$ cat src/rtl/kip_packet_formatter_if.sv
// AXI-Stream bus carrying KIP beats with kernel routing sideband (tdest/tid).
// The router side leaves tdest/tid unused; the kernel side drives all fields.
interface kip_packet_formatter_if #(
   parameter int unsigned DATA_WIDTH = 512,
   parameter int unsigned USER_WIDTH = 64,
   parameter int unsigned DEST_WIDTH = 8
);
   localparam int unsigned KEEP_WIDTH = DATA_WIDTH / 8;

   logic                  tvalid;
   logic                  tready;
   logic [DATA_WIDTH-1:0] tdata;
   logic [KEEP_WIDTH-1:0] tkeep;
   logic [USER_WIDTH-1:0] tuser;
   logic                  tlast;
   logic [DEST_WIDTH-1:0] tdest;
   logic [DEST_WIDTH-1:0] tid;

   modport master (output tvalid, tdata, tkeep, tuser, tlast, tdest, tid, input tready);
   modport slave  (input tvalid, tdata, tkeep, tuser, tlast, tdest, tid, output tready);
endinterface

$ cat src/rtl/kip_packet_formatter.sv
// Multi-beat KIP formatter: tags each packet with header dest/sender IDs and router tuser,
// output through a 2-entry skid buffer. Define KIP_FMT_DEST_CHECK_EN to drop/count bad dests.
module kip_packet_formatter #(
   parameter int unsigned DATA_WIDTH        = 512,
   parameter int unsigned KEEP_WIDTH        = DATA_WIDTH / 8,
   parameter int unsigned KIP_TUSER_WIDTH   = 64,
   parameter int unsigned TDEST_WIDTH       = 8,
   parameter int unsigned TID_OFFSET        = 0,
   parameter int unsigned SENDER_TID_OFFSET = 8,
   parameter int unsigned NUM_KERNELS       = 16
) (
   input  logic                          i_clk,
   input  logic                          i_ap_rst_n,
   kip_packet_formatter_if.slave         from_router,
   kip_packet_formatter_if.master        to_kernels,
   output logic [15:0]                   o_drop_count
);

`ifdef KIP_FMT_DEST_CHECK_EN
   localparam bit CHECK_EN = 1'b1;
   typedef enum logic [1:0] {ST_HEAD, ST_BODY, ST_DROP} state_t;
`else
   localparam bit CHECK_EN = 1'b0;
   typedef enum logic [1:0] {ST_HEAD, ST_BODY} state_t;
`endif

   typedef struct packed {
      logic [DATA_WIDTH-1:0]      tdata;
      logic [KEEP_WIDTH-1:0]      tkeep;
      logic                       tlast;
      logic [TDEST_WIDTH-1:0]     tdest;
      logic [TDEST_WIDTH-1:0]     tid;
      logic [KIP_TUSER_WIDTH-1:0] tuser;
   } beat_t;

   state_t                     state_q, state_d;
   beat_t                      ent0_q, ent1_q, new_beat;
   logic                       vld0_q, vld1_q;
   logic                       rdy_q, rdy_d;
   logic [TDEST_WIDTH-1:0]     dest_q, sender_q;
   logic [KIP_TUSER_WIDTH-1:0] tuser_q;
   logic [15:0]                drop_cnt_q;
   logic [1:0]                 occ_q, occ_d;
   logic                       accept, pop, push, latch, drop_inc, dest_ok;
   logic [TDEST_WIDTH-1:0]     hdr_dest, hdr_sender;

   assign accept     = from_router.tvalid && rdy_q;
   assign pop        = vld0_q && to_kernels.tready;
   assign hdr_dest   = from_router.tdata[TID_OFFSET +: TDEST_WIDTH];
   assign hdr_sender = from_router.tdata[SENDER_TID_OFFSET +: TDEST_WIDTH];
   assign dest_ok    = !CHECK_EN || (32'(hdr_dest) < NUM_KERNELS);
   assign occ_q      = 2'(vld0_q) + 2'(vld1_q);

   // Packet parser: header beat carries fresh IDs, later beats reuse the latched ones
   always_comb begin
      state_d        = state_q;
      push           = 1'b0;
      latch          = 1'b0;
      drop_inc       = 1'b0;
      new_beat.tdata = from_router.tdata;
      new_beat.tkeep = from_router.tkeep;
      new_beat.tlast = from_router.tlast;
      new_beat.tdest = dest_q;
      new_beat.tid   = sender_q;
      new_beat.tuser = tuser_q;
      case (state_q)
         ST_HEAD: begin
            if (accept) begin
               latch          = 1'b1;
               new_beat.tdest = hdr_dest;
               new_beat.tid   = hdr_sender;
               new_beat.tuser = from_router.tuser;
               if (dest_ok) begin
                  push    = 1'b1;
                  state_d = from_router.tlast ? ST_HEAD : ST_BODY;
               end
`ifdef KIP_FMT_DEST_CHECK_EN
               else begin
                  drop_inc = 1'b1;
                  state_d  = from_router.tlast ? ST_HEAD : ST_DROP;
               end
`endif
            end
         end
         ST_BODY: begin
            if (accept) begin
               push = 1'b1;
               if (from_router.tlast) state_d = ST_HEAD;
            end
         end
`ifdef KIP_FMT_DEST_CHECK_EN
         ST_DROP: begin
            if (accept && from_router.tlast) state_d = ST_HEAD;
         end
`endif
         default: state_d = ST_HEAD;
      endcase
   end

   // Registered ready: room for one more beat after this edge, or discarding a packet
   always_comb begin
      occ_d = occ_q + 2'(push) - 2'(pop);
      rdy_d = (occ_d <= 2'd1);
`ifdef KIP_FMT_DEST_CHECK_EN
      if (state_d == ST_DROP) rdy_d = 1'b1;
`endif
   end

   always_ff @(posedge i_clk) begin
      if (!i_ap_rst_n) begin
         state_q    <= ST_HEAD;
         rdy_q      <= 1'b0;
         dest_q     <= '0;
         sender_q   <= '0;
         tuser_q    <= '0;
         drop_cnt_q <= '0;
      end else begin
         state_q <= state_d;
         rdy_q   <= rdy_d;
         if (latch) begin
            dest_q   <= hdr_dest;
            sender_q <= hdr_sender;
            tuser_q  <= from_router.tuser;
         end
         if (drop_inc && (drop_cnt_q != 16'hFFFF)) drop_cnt_q <= drop_cnt_q + 16'd1;
      end
   end

   // Skid buffer: ent0 is always the head presented on to_kernels
   always_ff @(posedge i_clk) begin
      if (!i_ap_rst_n) begin
         ent0_q <= '0;
         ent1_q <= '0;
         vld0_q <= 1'b0;
         vld1_q <= 1'b0;
      end else begin
         case ({push, pop})
            2'b10: begin
               if (!vld0_q) begin
                  ent0_q <= new_beat;
                  vld0_q <= 1'b1;
               end else begin
                  ent1_q <= new_beat;
                  vld1_q <= 1'b1;
               end
            end
            2'b01: begin
               if (vld1_q) begin
                  ent0_q <= ent1_q;
                  vld1_q <= 1'b0;
               end else begin
                  vld0_q <= 1'b0;
               end
            end
            2'b11: begin
               if (vld1_q) begin
                  ent0_q <= ent1_q;
                  ent1_q <= new_beat;
               end else begin
                  ent0_q <= new_beat;
               end
            end
            default: ;
         endcase
      end
   end

   assign from_router.tready = rdy_q;
   assign to_kernels.tvalid  = vld0_q;
   assign to_kernels.tdata   = ent0_q.tdata;
   assign to_kernels.tkeep   = ent0_q.tkeep;
   assign to_kernels.tlast   = ent0_q.tlast;
   assign to_kernels.tdest   = ent0_q.tdest;
   assign to_kernels.tid     = ent0_q.tid;
   assign to_kernels.tuser   = ent0_q.tuser;
   assign o_drop_count       = drop_cnt_q;

endmodule

$ cat src/flat_wrapper.sv
// flat-port wrapper written by rule: the top's interface ports become plain ports
module kip_packet_formatter_flat 
#(
   parameter int unsigned DATA_WIDTH        = 512,
   parameter int unsigned KEEP_WIDTH        = DATA_WIDTH / 8,
   parameter int unsigned KIP_TUSER_WIDTH   = 64,
   parameter int unsigned TDEST_WIDTH       = 8,
   parameter int unsigned TID_OFFSET        = 0,
   parameter int unsigned SENDER_TID_OFFSET = 8,
   parameter int unsigned NUM_KERNELS       = 16
)
  (i_clk, i_ap_rst_n, o_drop_count, from_router_tvalid, from_router_tdata, from_router_tkeep, from_router_tuser, from_router_tlast, from_router_tdest, from_router_tid, from_router_tready, to_kernels_tvalid, to_kernels_tdata, to_kernels_tkeep, to_kernels_tuser, to_kernels_tlast, to_kernels_tdest, to_kernels_tid, to_kernels_tready);
  kip_packet_formatter_if #(.DATA_WIDTH(DATA_WIDTH)) from_router_i ();
  kip_packet_formatter_if #(.DATA_WIDTH(DATA_WIDTH)) to_kernels_i ();
  input  logic i_clk;
  input  logic i_ap_rst_n;
  output logic [15:0] o_drop_count;
  input wire logic [$bits(from_router_i.tvalid)-1:0] from_router_tvalid;
  input wire logic [$bits(from_router_i.tdata)-1:0] from_router_tdata;
  input wire logic [$bits(from_router_i.tkeep)-1:0] from_router_tkeep;
  input wire logic [$bits(from_router_i.tuser)-1:0] from_router_tuser;
  input wire logic [$bits(from_router_i.tlast)-1:0] from_router_tlast;
  input wire logic [$bits(from_router_i.tdest)-1:0] from_router_tdest;
  input wire logic [$bits(from_router_i.tid)-1:0] from_router_tid;
  output wire logic [$bits(from_router_i.tready)-1:0] from_router_tready;
  output wire logic [$bits(to_kernels_i.tvalid)-1:0] to_kernels_tvalid;
  output wire logic [$bits(to_kernels_i.tdata)-1:0] to_kernels_tdata;
  output wire logic [$bits(to_kernels_i.tkeep)-1:0] to_kernels_tkeep;
  output wire logic [$bits(to_kernels_i.tuser)-1:0] to_kernels_tuser;
  output wire logic [$bits(to_kernels_i.tlast)-1:0] to_kernels_tlast;
  output wire logic [$bits(to_kernels_i.tdest)-1:0] to_kernels_tdest;
  output wire logic [$bits(to_kernels_i.tid)-1:0] to_kernels_tid;
  input wire logic [$bits(to_kernels_i.tready)-1:0] to_kernels_tready;
  assign from_router_i.tvalid = from_router_tvalid;
  assign from_router_i.tdata = from_router_tdata;
  assign from_router_i.tkeep = from_router_tkeep;
  assign from_router_i.tuser = from_router_tuser;
  assign from_router_i.tlast = from_router_tlast;
  assign from_router_i.tdest = from_router_tdest;
  assign from_router_i.tid = from_router_tid;
  assign from_router_tready = from_router_i.tready;
  assign to_kernels_tvalid = to_kernels_i.tvalid;
  assign to_kernels_tdata = to_kernels_i.tdata;
  assign to_kernels_tkeep = to_kernels_i.tkeep;
  assign to_kernels_tuser = to_kernels_i.tuser;
  assign to_kernels_tlast = to_kernels_i.tlast;
  assign to_kernels_tdest = to_kernels_i.tdest;
  assign to_kernels_tid = to_kernels_i.tid;
  assign to_kernels_i.tready = to_kernels_tready;
  kip_packet_formatter #(.DATA_WIDTH(DATA_WIDTH), .KEEP_WIDTH(KEEP_WIDTH), .KIP_TUSER_WIDTH(KIP_TUSER_WIDTH), .TDEST_WIDTH(TDEST_WIDTH), .TID_OFFSET(TID_OFFSET), .SENDER_TID_OFFSET(SENDER_TID_OFFSET), .NUM_KERNELS(NUM_KERNELS)) u_core (.i_clk(i_clk), .i_ap_rst_n(i_ap_rst_n), .from_router(from_router_i), .to_kernels(to_kernels_i), .o_drop_count(o_drop_count));
endmodule
$ cat config.mk
export PLATFORM = sky130hd
export DESIGN_NAME = kip_packet_formatter_flat
export DESIGN_NICKNAME = d
export VERILOG_FILES = /design/src/rtl/kip_packet_formatter_if.sv /design/src/rtl/kip_packet_formatter.sv /design/src/flat_wrapper.sv
export SDC_FILE = /design/constraint.sdc
export NUM_CORES = 2
export LEC_CHECK = 0
export BUFFER_PORTS_ARGS = -buffer_cell sky130_fd_sc_hd__buf_4
export CORE_AREA = 2 2 524 526
export DETAILED_ROUTE_END_ITERATION = 7
export DIE_AREA = 0 0 526 528
export PLACE_DENSITY = 0.49
export REMOVE_ABC_BUFFERS = 1
export SLEW_MARGIN = 20
export SYNTH_ARGS = -nofsm -noshare
export SYNTH_HDL_FRONTEND = slang
export SYNTH_SLANG_ARGS = --single-unit
$ cat constraint.sdc
create_clock -name i_clk -period 6.75 [get_ports i_clk]
set_clock_uncertainty 0.1 [all_clocks]
set_input_delay 0.675 -clock i_clk [delete_from_list [all_inputs] [get_ports i_clk]]
set_output_delay 0.675 -clock i_clk [all_outputs]
set_load 0.02 [all_outputs]
* Word-level counts from Yosys, hierarchy flattened *
Index checks and enable logic that the tools add are counted.

operators by class
  mux-type cells = 21
  $lt $le $gt $ge = 1
  add/subtract/negate cells = 3
  equality and inequality tests = 12
  reductions and logical operators = 12

operators by type and width
  operator                                                                          number
  657-bit 2-to-1 mux                                                                5
  657-bit one-hot mux with 3 select lines                                           1
  657-bit one-hot mux with 2 select lines                                           1
  80-bit 2-to-1 mux                                                                 2
  2-bit by 1-bit != test with 1-bit output, second input constant                   5
  3-bit AND reduction                                                               3
  1-bit 2-to-1 mux                                                                  6
  2-bit 2-to-1 mux                                                                  3
  2-bit != test, second input constant                                              3
  2-bit by 1-bit == test with 1-bit output, second input constant                   2
  2-bit == test, second input constant                                              2
  1-bit one-hot mux with 2 select lines                                             2
  2-bit one-hot mux with 2 select lines                                             1
  2-bit AND reduction                                                               2
  2-bit nonzero test                                                                2
  3-bit nonzero test                                                                1
  1-bit by 1-bit adder with 2-bit output                                            1
  2-bit by 1-bit adder with 2-bit output                                            1
  2-bit by 1-bit less-or-equal comparator with 1-bit output, second input constant  1
  1-bit logical AND                                                                 2
  2-bit logical NOT                                                                 1
  2-bit OR reduction                                                                1
  2-bit by 1-bit subtractor with 2-bit output                                       1

word-level totals
  bits in registers = 1399
  bits of input ports = 661
  output and inout bits = 675
  logic and storage cells = 68

* Logic depth before layout (Yosys ltp) *
  word-level depth = 6
  gate-level depth with buffers = 12
  depth with buffers taken out = 8

* Least setup slack after synthesis *
No wires, ideal clock.

  path type = input-to-reg
  start = input to_kernels_tready
  end = register u_core.rdy_q, in the netlist u_core.from_router.tready
  setup slack = 4.204 ns
  arrival time = 2.318 ns
  stages = 12
  library setup time = 0.128 ns
  path buffers = 4
  data required time = 6.522 ns
  cell sequence = nand2_1 buf_2 buf_6 inv_4 buf_4 buf_2 ha_1 inv_1 ha_1 a31oi_1 xnor2_1 nor2_1

on the way
  cells in the longest elaborated chain, start to end = 3

RTL lines
  element                                                    line                         RTL
  from (decl)                                                flat_wrapper.sv:33           input wire logic [$bits(to_kernels_i.tready)-1:0] to_kernels_tready;
  1-bit logical AND                                          kip_packet_formatter.sv:48   assign pop = vld0_q && to_kernels.tready;
  2-bit by 1-bit subtractor with 2-bit output                kip_packet_formatter.sv:102  occ_d = occ_q + 2'(push) - 2'(pop);
  2-bit by 1-bit less-or-equal comparator with 1-bit output  kip_packet_formatter.sv:103  rdy_d = (occ_d <= 2'd1);
  to (signal assigned)                                       kip_packet_formatter.sv:119  rdy_q <= rdy_d;
  to (decl)                                                  kip_packet_formatter.sv:39   logic rdy_q, rdy_d;

No other way between the ends.
A chain may end at the register's enable or synchronous reset.

* Worst setup path after layout *
  start = register u_core.rdy_q, in the netlist u_core.from_router.tready
  end = register u_core.ent1_q[333] (netlist name)

on the way
  cells in the longest elaborated chain, start to end = 6
  elaborated cells on any way between the ends = 10
  classes of those cells = eq/ne: 4; mux: 3; reduce/logical: 3

RTL lines
  element                                                                                          line                         RTL
  1-bit logical AND (*)                                                                            kip_packet_formatter.sv:47   assign accept = from_router.tvalid && rdy_q;
  1-bit 2-to-1 mux (*)                                                                             kip_packet_formatter.sv:86   if (accept) begin
  1-bit 2-to-1 mux (*)                                                                             n/a
  2-bit == test                                                                                    kip_packet_formatter.sv:137  case ({push, pop})
  2-bit by 1-bit != test with 1-bit output (no line) / 2-bit nonzero test (equally long branches)  n/a
  3-bit AND reduction (no line)                                                                    n/a
  to (signal assigned)                                                                             kip_packet_formatter.sv:143  ent1_q <= new_beat;
  to (signal assigned)                                                                             kip_packet_formatter.sv:158  ent1_q <= new_beat;
  to (decl)                                                                                        kip_packet_formatter.sv:37   beat_t ent0_q, ent1_q, new_beat;

Mark *: on every way between the ends. The rest lies on a longest branch, timed or not.

==> flow_summary.json <==
{
  "syn_to_final_growth_pct": 37.0,
  "drtIter0Drc": 7434,
  "place_inst": 11300,
  "power_switching_w": 0.00684,
  "nets": 9062,
  "rsz0062_at_grt": "no",
  "grt_usage_pct": 21.7,
  "drv_cap": 0,
  "yosysWarnings": 0,
  "vias_per_cell": 5.80,
  "clkLatencyLatePin_ps": 840,
  "peakVddDrop_v": 0.000179,
  "htreeDepth": 4,
  "post-route-period-util_pct": 57.7,
  "p_seq_share_pct": 39.9,
  "period_needed_ps": 3900,
  "cp_max_fo": 135,
  "core_sq_um": 272000,
  "instances_no_fill": 12200,
  "setup_violations": 0,
  "slew_headroom_pct": 13.3,
  "tritoncts": "built",
  "r2r_slack_ps": 2850,
  "routedWlPerCell_um": 26.7,
  "mostFrequentLayoutCell": "buf_4",
  "grt_overflow": 0,
  "layout_common_cells": "1410 x buf_4, 1395 x dfxtp_1, 1236 x a21oi_1",
  "seq_area_frac_synth_pct": 45.1,
  "p_int_w": 0.0154,
  "drt_wl_total_um": 325000,
  "dieArea_sq_um": 278000,
  "crit_path_frequent_cell": "buf_4",
  "slowest_delay_ps": 900,
  "worstMarginPinSlew_ps": 1300,
  "crit_chain": "nand2_4 -> buf_4 -> buf_12 -> buf_4 -> o31ai_1 -> a21oi_1",
  "synth_top_area_share_pct": 45.1,
  "critPathBufInv": 3,
  "endpoint_kind": "flip-flop",
  "die_x_um": 526,
  "slew_violations": 0,
  "rows": 192,
  "power.share.switching_pct": 30.7,
  "grt_max_degree": 193,
  "crit-reg2reg-launch": "u_core.from_router.tready$_SDFF_PN0_",
  "initial_core_util_pct": 22.8,
  "io_buffers": 1303,
  "synth_area_per_cell_sq_um": 8.48,
  "crit_arrival_ps": 4510,
  "ys.flop_type": "dfxtp_1",
  "setup.worst_path.start": "u_core.from_router.tready$_SDFF_PN0_",
  "synth.area.top_cells": "dfxtp_1 45%, a21oi_1 10%, a311oi_1 8.1%",
  "setup_tns_ps": 0,
  "root_buffer": "clkbuf_16",
  "synth_edf_count": 0,
  "cts.path.max_buffers": 4,
  "grt_pass1_vias": 66900,
  "drc": 0,
  "dieHeight_um": 528,
  "grt_pass1_wl_um": 474000,
  "syn-cell-area_sq_um": 62100,
  "hold_viol": 0,
  "cp.required_ps": 7360,
  "path_clk_slew_ps": 60,
  "hold_path_class": "in2reg",
  "crit_type": "reg2reg",
  "cts_setup_buffers": 0,
  "place.gp.congestion": 0.834,
  "io_pins": 1336,
  "timing.fmax_ghz": 0.257,
  "ant_nets": 0,
  "min_from": "from_router_tdata[233]",
  "status": "finished, final reports clean",
  "path_delay_family": "buffers and inverters",
  "pwr-share-clk_pct": 42.1,
  "critPathLaunchType": "flip-flop",
  "vias": 70500,
  "dr.pass1.iters": 6,
  "synth_cell_types": 34,
  "cts_made_buffers": 172,
  "syn_inst": 7323,
  "leakage_nw": 28.5,
  "p_per_area_nw_per_um2": 262,
  "hpwlAfterDp_um": 189000,
  "ys_ff_latch": 1398,
  "yosysTopAreaCell": "dfxtp_1",
  "crit_slowest_cell": "buf_4",
  "cts_num_sinks": 1398,
  "comb_power_share_pct": 18.0,
  "drive_gt1_share_pct": 20.4,
  "async_reset_ff_share_pct": 0,
  "timing.hold.ws_ps": 83.0,
  "antenna_found_initial": 49
}
synthesized netlist by cell type (all sizes together), types with 2 or more instances:
cell type     n
dfxtp      1398
a21oi      1236
clkbuf      815
nand3       578
a311oi      577
nand4       577
o21ai       577
o31ai       577
buf         320
nand2        83
nor2         83
a211oi       81
a31oi        81
nor3         81
a221oi       80
and4b        80
o32ai        80
inv           4
and2          2
ha            2
nand2b        2
nand3b        2
cell type report:
type                    count  area [sq um]
repair buffers           2022         17300
inverters                   5          50.0
fillers                 28400        187000
clock buffers             268          5180
clock inverters            34           414
multi-input cells        4800         29600
diodes                     39          97.6
well taps                3589          4490
flip-flops and latches   1398         28000
kinds of logic (layout without fill, tap and decap cells):
group	count (synthesis)	in the layout	share of synthesized area [%]
AO/OA/AOI/OAI	3291	3291	33.8
XOR/XNOR	1	1	0.0141
adder cells (fa/ha/maj)	2	2	0.0403
buffers and inverters	1140	2329	7.56
flip-flops	1398	1398	45.1
other	1	55	0.00604
AND/OR/NAND/NOR	1490	1490	13.5
state kept, by name, summed over array words and instances, names as in the netlist:
signal and flops:
u_core.dest_q 8, u_core.ent1_q 657, u_core.from_router.tready 1, u_core.sender_q 8
u_core.state_q 1, u_core.to_kernels.tdata 512, u_core.to_kernels.tdest 8, u_core.to_kernels.tid 8
u_core.to_kernels.tkeep 64, u_core.to_kernels.tlast 1, u_core.to_kernels.tuser 64, u_core.to_kernels.tvalid 1
u_core.tuser_q 64, u_core.vld1_q 1
power groups by stage:
| stage | Combinational [W] | Clock [W] | Sequential (W) |
|---|---|---|---|
| after global placement | 0.00363 | 0 | 0.00904 |
| final | 0.00400 | 0.00938 | 0.00887 |
| after CTS | 0.00397 | 0.00955 | 0.00887 |
| after detailed placement | 0.00366 | 0 | 0.00904 |
| after floorplan | 0.00149 | 0 | 0.00941 |
| after global routing | 0.00419 | 0.00989 | 0.00890 |
per-layer routing:
| layer | wire length [um] | track usage, % | vias to the layer above |
|---|---|---|---|
| li1 | - | - | 30900 |
| met2 | 145000 | 33.6 | 3678 |
| met3 | 31900 | 6.03 | 511 |
| met5 | 183 | 0 | - |
| met4 | 11400 | 7.13 | 26 |
| met1 | 136000 | 29.0 | 35400 |
worst paths after layout:
check,depth (start not counted),endpoint
max reg2reg,6,u_core.ent1_q[333]$_SDFFE_PN0P_
max,6,u_core.ent1_q[333]$_SDFFE_PN0P_
min,3,u_core.ent1_q[378]$_SDFFE_PN0P_
min reg2reg,2,u_core.to_kernels.tdata[14]$_SDFFE_PN0P_
what timing repair did:
item | CTS | global route
gates resized for setup | 0 | 0
hold endpoints to repair | 1014 | 0
hold buffers | 555 | 0
tightest hold or removal path: stages:
cell and delay (ps):
buf_4 120, nand4_1 70, a21oi_1 60
per-stage QoR:
stage	setup WS [ps]	util (%)	power (W)	cell area, sq um
3_3_place_gp	2750	27.1	0.0127	73800
3_5_place_dp	2710	27.1	0.0127	73800
6_report	2850	31.2	0.0223	85100
5_1_grt	2820	31.2	0.0230	85000
2_1_floorplan	-36820	-	0.0109	57500
4_1_cts	2810	31.2	0.0224	85000
Power figures use the tool's default switching activity.
